**src/rtl/proc_control.sv**
```systemverilog
// proc_control: instruction fetch and T0-T3 step sequencer driving register-file, bus and ALU controls.
module proc_control (
   input  logic        clock,
   input  logic        resetn,
   input  logic        run,
   input  logic [15:0] din,
   output logic [7:0]  rin,
   output logic [7:0]  rout,
   output logic        dinout,
   output logic        gout,
   output logic        ain,
   output logic        gin,
   output logic        sub,
   output logic        done,
   output logic [1:0]  tstep
);
   typedef enum logic [1:0] {T0, T1, T2, T3} step_t;
   step_t      step_q, step_d;
   logic [8:0] ir_q, ir_d;
   logic [2:0] op;
   logic [7:0] x_oh, y_oh;
   logic       is_alu;
   assign op     = ir_q[8:6];
   assign x_oh   = 8'b1 << ir_q[5:3];
   assign y_oh   = 8'b1 << ir_q[2:0];
   assign is_alu = op[2:1] == 2'b01;
   assign tstep  = step_q;
   always_comb begin
      step_d = step_q;
      ir_d   = ir_q;
      rin    = '0;
      rout   = '0;
      dinout = 1'b0;
      gout   = 1'b0;
      ain    = 1'b0;
      gin    = 1'b0;
      sub    = 1'b0;
      done   = 1'b0;
      case (step_q)
         T0: begin
            step_d = run ? T1 : T0;
            ir_d   = run ? din[8:0] : ir_q;
         end
         T1: begin
            step_d = is_alu ? T2 : T0;
            done   = !is_alu;
            ain    = is_alu;
            dinout = op == 3'b001;
            rin    = op[2:1] == 2'b00 ? x_oh : '0;
            rout   = op == 3'b000 ? y_oh : is_alu ? x_oh : '0;
         end
         T2: begin
            step_d = T3;
            rout   = y_oh;
            gin    = 1'b1;
            sub    = op[0];
         end
         T3: begin
            step_d = T0;
            gout   = 1'b1;
            rin    = x_oh;
            done   = 1'b1;
         end
         default: step_d = T0;
      endcase
   end
   // only add/sub can reach T2/T3, so those states need no opcode qualification
   always_ff @(posedge clock or negedge resetn) begin
      if (!resetn) begin
         step_q <= T0;
         ir_q   <= '0;
      end else begin
         step_q <= step_d;
         ir_q   <= ir_d;
      end
   end
endmodule

```
**config.mk**
```make
export PLATFORM = sky130hd
export DESIGN_NAME = proc_control
export DESIGN_NICKNAME = d
export VERILOG_FILES = /design/src/rtl/proc_control.sv
export SDC_FILE = /design/constraint.sdc
export NUM_CORES = 1
export LEC_CHECK = 0
export ABC_CLOCK_PERIOD_IN_PS = 2300
export BUFFER_PORTS_ARGS = -buffer_cell sky130_fd_sc_hd__clkbuf_2
export CAP_MARGIN = 25
export CORE_UTILIZATION = 45
export CTS_CLUSTER_DIAMETER = 60
export DETAILED_ROUTE_END_ITERATION = 16
export GPL_TIMING_DRIVEN = 0
export MAX_ROUTING_LAYER = met4
export PLACE_DENSITY = 0.79
export SYNTH_ARGS = -nofsm -noshare
export SYNTH_HDL_FRONTEND = slang
export SYNTH_SLANG_ARGS = --single-unit
```
**constraint.sdc**
```tcl
create_clock -name clock -period 2.3 [get_ports clock]
set_clock_uncertainty 0.05 [all_clocks]
set_input_delay 0.345 -clock clock [delete_from_list [all_inputs] [get_ports clock]]
set_output_delay 0.345 -clock clock [all_outputs]
set_load 0.01 [all_outputs]
```
==> impl_metrics.yaml <==
floorplanning:
  pin_count: 43
  dieHeight_microns: 46.5
  start_util: 0.500
  num_rows: 15
  die_x_microns: 46.5
  core-area_sq_um: 1780
  die_area_sq_um: 2160
yosys:
  synth_top_area_frac: 0.309
  synthCells: 95
  syn_avg_cell_area_sq_um: 9.38
  synth_seq_area_share: 0.309
  muxShareOfSynthArea: 0.126
  synth_area_leaders: "dfrtp_1, mux2_2, o2111ai_1"
  synth_compound_area_frac: 0.205
  synth_area_leader_cell: "dfrtp_1"
  synth_fa_ha_area_frac: 0.0702
  yosys.area_share.simple: 0.226
  yosys_warnings: 0
  ys_ff_latch: 11
  synth_xor_area_frac: 0
  synth_nets: 119
  synth_cell_types: 26
  syn_area_sq_um: 891
  synth_top_family_by_area: "simple AND/OR/NAND/NOR gates"
grt:
  globalRouteOverflowTotal: 0
  grt_use_total: 0.210
  grt_max_degree: 12
  antenna_found_initial: 0
  grt_pass1_wl_microns: 3150
  grt_pass1_vias: 734
sta:
  tns_ns: 0
  finalSetupViolCount: 0
  finalHoldViolations: 0
  slew_headroom: 0.733
  tightest_slew_ns: 0.399
  fin_hold_ws_ns: 0.264
  fin_crit_sh: 0.978
  rsz0062_at_grt: "yes"
  finalCriticalPeriod_ns: 2.25
  slew_violations: 0
  fmax_ghz: 0.445
routing:
  wl_microns: 2270
  drt_iter0_markers: 33
  detail-route-antenna-nets: 0
  drt_drc_violations_left: 0
  wl_per_cell_microns: 13.9
  vias: 928
  vias_per_cell: 5.69
  firstDrtPassIters: 4
layout:
  layout_common_cells: "clkbuf_2, buf_2, dfrtp_1"
  final_cell_count_no_fill: 163
  drive_above_1_share: 0.522
  antenna_cells: 0
  layout_commonest_cell: "clkbuf_2"
  area_delta_synth_final_pct: 40.7
  final_nets: 163
  finalInstanceArea_sq_um: 1250
setup_path:
  worstSetupPathType: "register to output port"
  max_stage_delay_ns: 0.40
  crit_chain: "inv_2 > ha_4 > and4b_1 > buf_6 > nand3b_1 > a211oi_2 > buf_2"
  cp.required_ns: 1.90
  critPathLaunchType: "register"
  cp_data_arrival_time_ns: 1.85
  path_max_fanout: 8
  end_kind: "output port"
  crit_slowest_cell: "dfrtp_1"
clock_tree:
  clk_latency_ns: 0.26
  clock_path_buffers: 2
  htreeDepth: 1
  cts_root_buf: "clkbuf_4"
  clock_sinks: 11
  numCtsBuffers: 3
  clk_pin_slew_ns: 0.06
  cts_tree: "built"
run:
  max_cap_violations: 0
place:
  dp.cells: 155
  numPortBuffers: 35
  placed_cell_area_sq_um: 1100
  hpwl_microns: 1560
  place_congestion: 0.840
pwr:
  leakage_uw: 0.000555
  power_density_nw_per_um2: 1280
  vdd_drop_max_v: 0.000792
  total_power_uw: 1600
status:
  status: "completed"
min_path:
  hp-class: "primary input to register"
==> what timing repair did <==
item / CTS / global route
pin swaps: 0 / 8
hold buffers: 1 / 0
endpoints found under the hold margin: 11 / 0
setup buffers: 2 / 1
endpoints found under the setup margin: 8 / 12
resized for setup: 1 / 27
==> synthesized netlist by cell type <==
| cell | count |
|---|---|
| dfrtp_1 | 11 |
| nor3b_1 | 2 |
| and2_1 | 3 |
| nand3_1 | 5 |
| buf_6 | 1 |
| or2b_1 | 2 |
| nand3b_1 | 4 |
| nor3_1 | 2 |
| nand2_1 | 3 |
| nand2b_1 | 3 |
| and2b_1 | 2 |
| mux2_2 | 10 |
| buf_4 | 1 |
| o2bb2ai_2 | 1 |
| inv_1 | 6 |
| o2111ai_1 | 8 |
| nor2_1 | 7 |
| a211oi_1 | 8 |
| ha_1 | 5 |
| a21o_1 | 1 |
| and4b_1 | 1 |
| o21bai_1 | 1 |
| o21ai_0 | 2 |
| nor2b_1 | 1 |
| buf_2 | 3 |
| a31oi_1 | 2 |
==> cell families (layout without fill, tap and decap cells) <==
logic type,after synthesis,after routing
flip-flops,11,11
multiplexers,10,10
AO/OA/AOI/OAI,23,23
buffers and inverters,11,54
adder cells (fa/ha/maj),5,5
AND/OR/NAND/NOR,35,35
==> final timing paths <==
check,start,end,slack [ns],cells after the start
max,tstep[0],rout[4],0.05,7
min,din[4],ir_q[4],0.26,2
max reg2reg,tstep[0],ir_q[5],0.81,4
min reg2reg,register,register,0.58,2
max in group asynchronous,resetn,ir_q[1],1.56,2
min in group asynchronous,resetn,ir_q[4],0.43,2
==> power breakdown <==
group	internal, uW	switching, uW	total [uW]
logic	458	620	1080
clock network	66.9	56.0	123
registers	291	109	400
total	816	785	1600
==> state kept, by name, indices dropped and copies added (netlist names), named ones only <==
| signal | cells |
|---|---|
| tstep | 1 |
| ir_q | 9 |
==> per-stage QoR <==
| stage | setup WS [ns] | utilization |
|---|---|---|
| CTS | 0.00292 | 0.646 |
| detailed placement | 0.170 | 0.615 |
| floorplan | 0.279 | - |
| global route | -0.0546 | 0.703 |
| global placement | 0.201 | 0.615 |
| finish | 0.0506 | 0.703 |
==> metal layers <==
layer  track usage  up-vias  share of wire  routed length [microns]
met5             -        -              0                        0
met4        0.0588        0              0                        0
met3        0.0275        0          0.073                      166
met2         0.347       50           0.50                     1140
met1         0.265      437           0.42                      962
li1              -      441              -                        -
==> worst max-delay path, delay by kind of cell (launching register included) <==
family                     cells  cell delay [ns]
and+or+nand+nor                2             0.30
DFF                            1             0.40
adders and majority gates      1             0.31
buffers and inverters          3             0.39
AOI/OAI and AO/OA              1             0.19
==> final cells by class <==
type	count	area (sq um)
Multi-Input combinational cell	73	649
Buffer	5	37.5
Sequential cell	11	275
Inverter	6	22.5
Clock buffer	4	26.3
Fill cell	145	529
Tap cell	25	31.3
Timing Repair Buffer	39	211
(Power assumes the default switching activity.)
